<file path="src/rtl/alu_arbiter.sv">
// alu_arbiter: two-requester round-robin arbiter in front of a single-cycle
// 64-bit ALU (add, sub, and, xor). One operation is accepted per transaction
// and its result is held on rsp_* until the consumer takes it.
//
// Optional feature: define ALU_CC_EN to build in the {ZF, SF, OF}
// condition-code register and the cc output port. Without it, req_setcc is
// ignored and everything else behaves identically.
module alu_arbiter (
  input  logic        clk,
  input  logic        rst,
  input  logic [1:0]  req_valid,
  output logic [1:0]  req_ready,
  input  logic [3:0]  req_ifun0,
  input  logic [3:0]  req_ifun1,
  input  logic [63:0] req_a0,
  input  logic [63:0] req_b0,
  input  logic [63:0] req_a1,
  input  logic [63:0] req_b1,
  input  logic [1:0]  req_setcc,
  output logic        rsp_valid,
  input  logic        rsp_ready,
  output logic        rsp_id,
  output logic [63:0] rsp_result,
  output logic        rsp_err
`ifdef ALU_CC_EN
  ,
  output logic [2:0]  cc
`endif
);

  // Op codes; any value above OP_XOR is an illegal operation.
  localparam logic [3:0] OP_ADD = 4'd0;
  localparam logic [3:0] OP_SUB = 4'd1;
  localparam logic [3:0] OP_AND = 4'd2;
  localparam logic [3:0] OP_XOR = 4'd3;

  // IDLE: nothing held, may grant. HOLD: result presented on rsp_*.
  typedef enum logic {
    IDLE = 1'b0,
    HOLD = 1'b1
  } state_t;

  state_t      state;
  logic        last_grant;   // requester granted most recently

  logic        grant_en;
  logic        grant_id;

  logic [3:0]  sel_ifun;
  logic [63:0] sel_a;
  logic [63:0] sel_b;

  logic [63:0] alu_result;
  logic        alu_err;
  logic        alu_of;

  // Arbitration: a lone requester always wins; on conflict the requester
  // that was not granted last wins. Nothing is granted in HOLD or reset.
  always_comb begin
    // NOTE: every output of a combinational block gets a default first, so
    // no path through the if/case leaves it unassigned and infers a latch.
    grant_en = 1'b0;
    grant_id = 1'b0;
    if (!rst && state == IDLE && req_valid != 2'b00) begin
      grant_en = 1'b1;
      if (req_valid == 2'b11) begin
        grant_id = ~last_grant;
      end else begin
        grant_id = req_valid[1];
      end
    end
  end

  // The accept strobe is combinational so a requester sees it in the same
  // cycle it is granted; it is one-hot or zero by construction.
  assign req_ready = {grant_en & grant_id, grant_en & ~grant_id};

  // Route the granted requester's operands into the shared ALU.
  always_comb begin
    sel_ifun = req_ifun0;
    sel_a    = req_a0;
    sel_b    = req_b0;
    if (grant_id) begin
      sel_ifun = req_ifun1;
      sel_a    = req_a1;
      sel_b    = req_b1;
    end
  end

  // ALU datapath: result modulo 2^64, plus the signed-overflow flag.
  // Subtraction is b - a, so its overflow is judged against b's sign.
  always_comb begin
    alu_result = '0;
    alu_err    = 1'b0;
    alu_of     = 1'b0;
    case (sel_ifun)
      OP_ADD: begin
        alu_result = sel_a + sel_b;
        alu_of     = (sel_a[63] == sel_b[63]) && (alu_result[63] != sel_a[63]);
      end
      OP_SUB: begin
        alu_result = sel_b - sel_a;
        alu_of     = (sel_a[63] != sel_b[63]) && (alu_result[63] != sel_b[63]);
      end
      OP_AND: begin
        alu_result = sel_a & sel_b;
      end
      OP_XOR: begin
        alu_result = sel_a ^ sel_b;
      end
      default: begin
        // Illegal op is still accepted; it returns zero flagged as an error.
        alu_err = 1'b1;
      end
    endcase
  end

  // Transaction FSM with registered response outputs and grant pointer.
  always_ff @(posedge clk) begin
    // NOTE: sequential state uses non-blocking assignments so every register
    // samples pre-edge values regardless of statement order.
    if (rst) begin
      state      <= IDLE;
      rsp_valid  <= 1'b0;
      rsp_id     <= 1'b0;
      rsp_result <= '0;
      rsp_err    <= 1'b0;
      last_grant <= 1'b1;
    end else begin
      case (state)
        IDLE: begin
          if (grant_en) begin
            state      <= HOLD;
            rsp_valid  <= 1'b1;
            rsp_id     <= grant_id;
            rsp_result <= alu_result;
            rsp_err    <= alu_err;
            last_grant <= grant_id;
          end
        end
        HOLD: begin
          // Release only; a new grant waits for the following IDLE cycle.
          if (rsp_ready) begin
            state     <= IDLE;
            rsp_valid <= 1'b0;
          end
        end
        default: begin
          state     <= IDLE;
          rsp_valid <= 1'b0;
        end
      endcase
    end
  end

`ifdef ALU_CC_EN
  logic sel_setcc;

  assign sel_setcc = grant_id ? req_setcc[1] : req_setcc[0];

  // Condition codes follow a granted legal op that asked for an update;
  // illegal ops leave them untouched.
  always_ff @(posedge clk) begin
    if (rst) begin
      cc <= 3'b000;
    end else if (grant_en && sel_setcc && !alu_err) begin
      cc <= {(alu_result == 64'd0), alu_result[63], alu_of};
    end
  end
`else
  // Without condition codes the update request and overflow flag have no sink.
  logic unused_cc_inputs;
  assign unused_cc_inputs = ^{req_setcc, alu_of};
`endif

endmodule

</file>
<file path="config.mk">
export PLATFORM = sky130hd
export DESIGN_NAME = alu_arbiter
export DESIGN_NICKNAME = d
export VERILOG_FILES = /design/src/rtl/alu_arbiter.sv
export SDC_FILE = /design/constraint.sdc
export NUM_CORES = 1
export LEC_CHECK = 0
export CORE_MARGIN = 8
export CORE_UTILIZATION = 45
export DETAILED_ROUTE_END_ITERATION = 10
export GPL_TIMING_DRIVEN = 0
export PLACE_DENSITY = 0.8
export SLEW_MARGIN = 40
export SYNTH_ARGS = -nofsm -noshare
export SYNTH_HDL_FRONTEND = slang
export SYNTH_SLANG_ARGS = --single-unit
</file>
<file path="constraint.sdc">
create_clock -name clk -period 5 [get_ports clk]
set_clock_uncertainty 0.1 [all_clocks]
set_input_delay 0.75 -clock clk [delete_from_list [all_inputs] [get_ports clk]]
set_output_delay 0.75 -clock clk [all_outputs]
set_load 0.005 [all_outputs]
</file>
* After elaboration in Yosys (flattened, before gate mapping)
Cells that the tools add are included.
Cells by class: equality and inequality tests 6, reduce and logical (&&, ||, !) cells 8, add/sub/neg operators 2, multiplexer cells 14, bitwise gates (word level) 7
Operators with widths (count):
- 64-bit case mux with 4 select lines | 1
- 64-bit 2-to-1 mux | 2
- 64-bit adder | 1
- 64-bit AND | 1
- 64-bit subtractor | 1
- 64-bit bitwise XOR | 1
- 4-bit by 2-bit == test with 1-bit output, second input constant | 2
- 1-bit 2-to-1 mux | 8
- 4-bit by 1-bit == test with 1-bit output, second input constant | 1
- 4-bit logical NOT | 1
- 4-bit 2-to-1 mux | 1
- 2-bit != test, second input constant | 2
- 1-bit case mux with 2 select lines | 2
- 2-bit AND reduction | 2
- 4-bit OR reduction | 1
- 1-bit NOT | 3
- 1-bit AND | 2
- 2-bit == test, second input constant | 1
- 1-bit logical AND | 2
- 2-bit nonzero test | 1
- 1-bit logical NOT | 1
Storage, ports and cells: bits of input ports 271, output and inout bits 69, flip-flop bits (word level) 69, word-level logic and storage cells 43

* Longest topological paths before layout
word-level depth 8, mapped depth 24, depth with buffers taken out 21

* Worst setup path before layout
OpenSTA, ideal clock, no wires.
path type input to register, start input port req_valid[1], end register rsp_result[52], path buffers 4, slack -0.215 ns, cell stages on the path 19, required time 4.773 ns, setup time 0.127 ns, arrival 4.988 ns, cells stage by stage a21boi_2 nand2_2 buf_2 buf_2 buf_1 buf_2 mux2i_1 xnor2_1 fa_1 nand2b_1 a21oi_1 o21ai_1 a2111o_1 a21oi_1 o211ai_1 a21o_1 a211o_1 and3_1 or3_1
Between the ends: longest elaborated chain between the ends 6, elaborated cells on any way between the ends 19, classes of those cells 2 x add/sub; 4 x eq/ne; 7 x mux; 2 x bitwise; 4 x reduce/logical
Ends and longest elaborated chain:
- from (decl) | line 11 | input logic [1:0] req_valid,
- 2-bit == test or 2-bit nonzero test (tied branches) | line 66, 64
- 1-bit 2-to-1 mux or 1-bit logical AND (tied branches) | line 66, 64
- 1-bit 2-to-1 mux | line 64 | if (!rst && state == IDLE && req_valid != 2'b00) begin
- 64-bit 2-to-1 mux or 4-bit 2-to-1 mux (tied branches) | line 83 | if (grant_id) begin
- 64-bit subtractor, or another cell as far along | line 102 | alu_result = sel_b - sel_a;
- 64-bit case mux with 4 select lines | line 96 | case (sel_ifun)
- to (signal assigned) | line 136 | rsp_result <= alu_result;
- to (decl) | line 23 | output logic [63:0] rsp_result,
Several ways; a longest one is shown, not always the timed one. A chain may end at the register's enable or synchronous reset.

* Worst setup path after layout
start input port req_valid[0], end register rsp_result[52]
The elaborated chain is that of the path after synthesis.

==> results.tsv <==
stage	metric	value	unit
global_routing	grt_pass1_wl	100	mm
die	ios	340	
cells_and_area	syn_to_final_growth	60.1	%
setup_path	arrival	5300	ps
sta	drv_slew	0	
logic_synthesis	synth_edf_count	0	
sta	slew_headroom	39.6	%
clock_tree	h-tree-depth	3	
drt	postRouteAntennaNets	0	
setup_path	crit_buf_inv	5	
cells_and_area	finalNetCount	2642	
sta	tightestPinTransition	905	ps
global_routing	grtUsageTotal	42.6	%
power_and_ir_drop	ir_drop	0.141	mV
cells_and_area	regArea	1380	um2
clock_tree	path_clk_slew	70	ps
setup_path	crit_top_cell	buf_12	
clock_tree	root_buffer	clkbuf_16	
run	maxCapViolCount	0	
clock_tree	clock_sinks	69	
logic_synthesis	yosysSeqAreaShare	11.9	%
worst_hold_path	hold_depth	2	
run_status	status	finished with violations	
logic_synthesis	synth_fp_nets	2194	
logic_synthesis	ys_types	77	
sta	setup_slack	-173	ps
logic_synthesis	synth-seq-cells	69	
die	initial_core_util	45.2	%
sta	rsz0062_at_grt	true	
power_and_ir_drop	p_total	0.00395	W
setup_path	max_stage_delay	490	ps
die	core	25700	um2
drt	wire_per_inst	27.4	um
logic_synthesis	async_flop_share	0	%
die	rows	59	
place	dp_cells	2467	
clock_tree	clk_latency	360	ps
die	die_y	177	um
drt	vias_per_cell	6.46	
setup_path	path_max_fanout	6	
sta	hold_violations	0	
clock_tree	cts.hold.buffers_added	0	
cells_and_area	instances_no_fill	2585	
place	gp_congestion	1.03	
drt	dr_total_vias	16700	
setup_path	critical_path_depth	22	
cells_and_area	post-route-util	72.4	%
die	dieArea	31200	um2
place	numPortBuffers	337	
cells_and_area	multiInputGateArea	11000	um2
drt	dr.pass1.iters	8	
sta	fin_crit	5170	ps
logic_synthesis	avgSynthCellArea	6.47	um2
die	die-width	177	um
cells_and_area	drive_gt1_share	18.1	%
setup_path	crit_slowest_cell	a2111o_1	
sta	finalCritPeriodShare	103	%
setup_path	crit_chain	buf_8 -> a21boi_4 -> nand2_8 -> buf_12 -> buf_4 -> a21oi_4 -> nor2_4 -> buf_12 -> clkbuf_16 -> nor2_1 -> xnor2_2 -> ha_4 -> nand4_1 -> nor2_2 -> a311oi_2 -> a2111o_1 -> a21oi_2 -> o211ai_1 -> a21o_1 -> a211o_4 -> and3_4 -> or3_1	
global_routing	grt_pass1_vias	16200	
power_and_ir_drop	power_density	212	nW/um2
place	hpwl	50.4	mm
setup_path	crit_path_start_kind	input port	
cells_and_area	finalInstanceArea	18600	um2
clock_tree	cts_max_path_buffers	2	
global_routing	grt.overflow.total	0	
logic_synthesis	ys_warn_count	0	
worst_hold_path	hp-class	register to register	
setup_path	critPathKind	input port to register	
logic_synthesis	ys.flop_type	dfxtp_1	
global_routing	antenna_found_initial	1	
sta	setup_viol	8	
setup_path	cp.required	5130	ps
global_routing	grt_start_max_net_pins	15	
cells_and_area	final.fill_count	2090	
run_status	violations	negative setup slack	
setup_path	critPathTopFamily	compound AO/OA/AOI/OAI gates	
clock_tree	cts_tree	built	
drt	drc	0	
setup_path	crit_path_end_kind	register	
drt	wirelength	70.9	mm
place	placed_cell_area	15400	um2
clock_tree	cts_buffers	9	
setup_path	reg2reg_depth	21	
sta	clock.fmax	193	MHz
logic_synthesis	syn_area	11600	um2
power_and_ir_drop	p_leak	8.15	nW
place	pre_cts_ws	-2850	ps
drt	drt_iter0_markers	2284	
logic_synthesis	syn_inst	1795	
-- flip-flops by register name, indices dropped and copies added (netlist names) --
register    flops
rsp_valid       1
rsp_id          1
state           1
rsp_err         1
rsp_result     64
last_grant      1
-- final cells by class --
class	count	share of cell area (%)
flip-flops and latches	69	7.43
well taps	335	2.25
plain buffers	89	4.85
clock buffers	9	1.21
clock inverters	7	0.431
multi-input cells	1566	59.2
inverters	50	1.05
diodes	2	0.0269
repair buffers	458	23.5
-- where the power goes --
group          total [W]  switching, W  leakage, nW  internal, W
Combinational    0.00261       0.00149         7.45      0.00112
Clock           0.000732      0.000337        0.143     0.000395
Sequential      0.000606     0.0000240        0.562     0.000582
-- path summary, 6_finish.rpt --
path	endpoint	start	slack (ps)
setup reg to reg	rsp_result[52]	last_grant	-80
hold reg to reg	rsp_id	rsp_id	360
hold / removal	rsp_id	rsp_id	360
setup / recovery	rsp_result[52]	req_valid[0]	-170
-- worst reg2reg max path: cells and delay by family, from the launching register on --
| kind | cells | cell delay (ps) |
|---|---|---|
| flip-flops | 1 | 360 |
| AO/OA/AOI/OAI | 8 | 2210 |
| buffers and inverters | 4 | 650 |
| adder cells (fa/ha/maj) | 1 | 280 |
| AND/OR/NAND/NOR | 7 | 1250 |
| XOR/XNOR | 1 | 100 |
-- cells by family after synthesis --
group | share of synthesized area (%)
flops | 11.9
fa+ha+maj | 13.9
simple gates | 29.1
compound gates | 25.7
buf+inv | 5.34
mux | 5.44
xor+xnor | 8.75
-- synth_stat cells, drive strengths merged, types with 18 or more instances --
library cell | count | area, um2
inv | 50 | 188
ha | 127 | 1590
a21oi | 172 | 861
nand3 | 34 | 170
o22ai | 22 | 138
o221ai | 18 | 158
nor3 | 41 | 210
nand4 | 22 | 138
or3 | 18 | 113
dfxtp | 69 | 1380
xnor2 | 64 | 561
mux2i | 62 | 621
a21o | 29 | 218
nor2 | 115 | 432
xor2 | 52 | 455
nand2 | 480 | 1800
buf | 18 | 87.6
clkbuf | 92 | 345
o21ai | 98 | 490
-- through the flow --
stage | setup TNS [ps] | hold WS [ps]
3_5_place_dp | -137120 | 348
5_1_grt | -1090 | 374
3_3_place_gp | -154860 | 333
4_1_cts | 0 | 358
6_report | -507 | 359
2_1_floorplan | 0 | 339
-- repair_timing --
item | in CTS | in global routing
pin swaps | 82 | 77
setup buffers | 82 | 36
gates cloned | 3 | 0
resized for setup | 358 | 135
endpoints found under the setup margin | 64 | 39
-- cells in the final DEF, fill, tap and decap left out, types with 48 or more instances in the layout --
cell type	instances
a21oi_1	145
ha_1	94
xnor2_1	58
inv_1	48
o21ai_0	67
buf_4	118
nor2_1	106
mux2i_1	51
clkdlybuf4s50_1	299
dfxtp_1	69
xor2_1	48
nand2_1	451
-- layer usage --
layer  vias up  GRT usage (%)  routed length (um)
met5         -              0                   0
met3       352           13.0                9470
li1       7279              -                   -
met4         0           29.4                5710
met2      1358           64.1               29700
met1      7706           51.4               26000
Power figures use the tool's default switching activity.
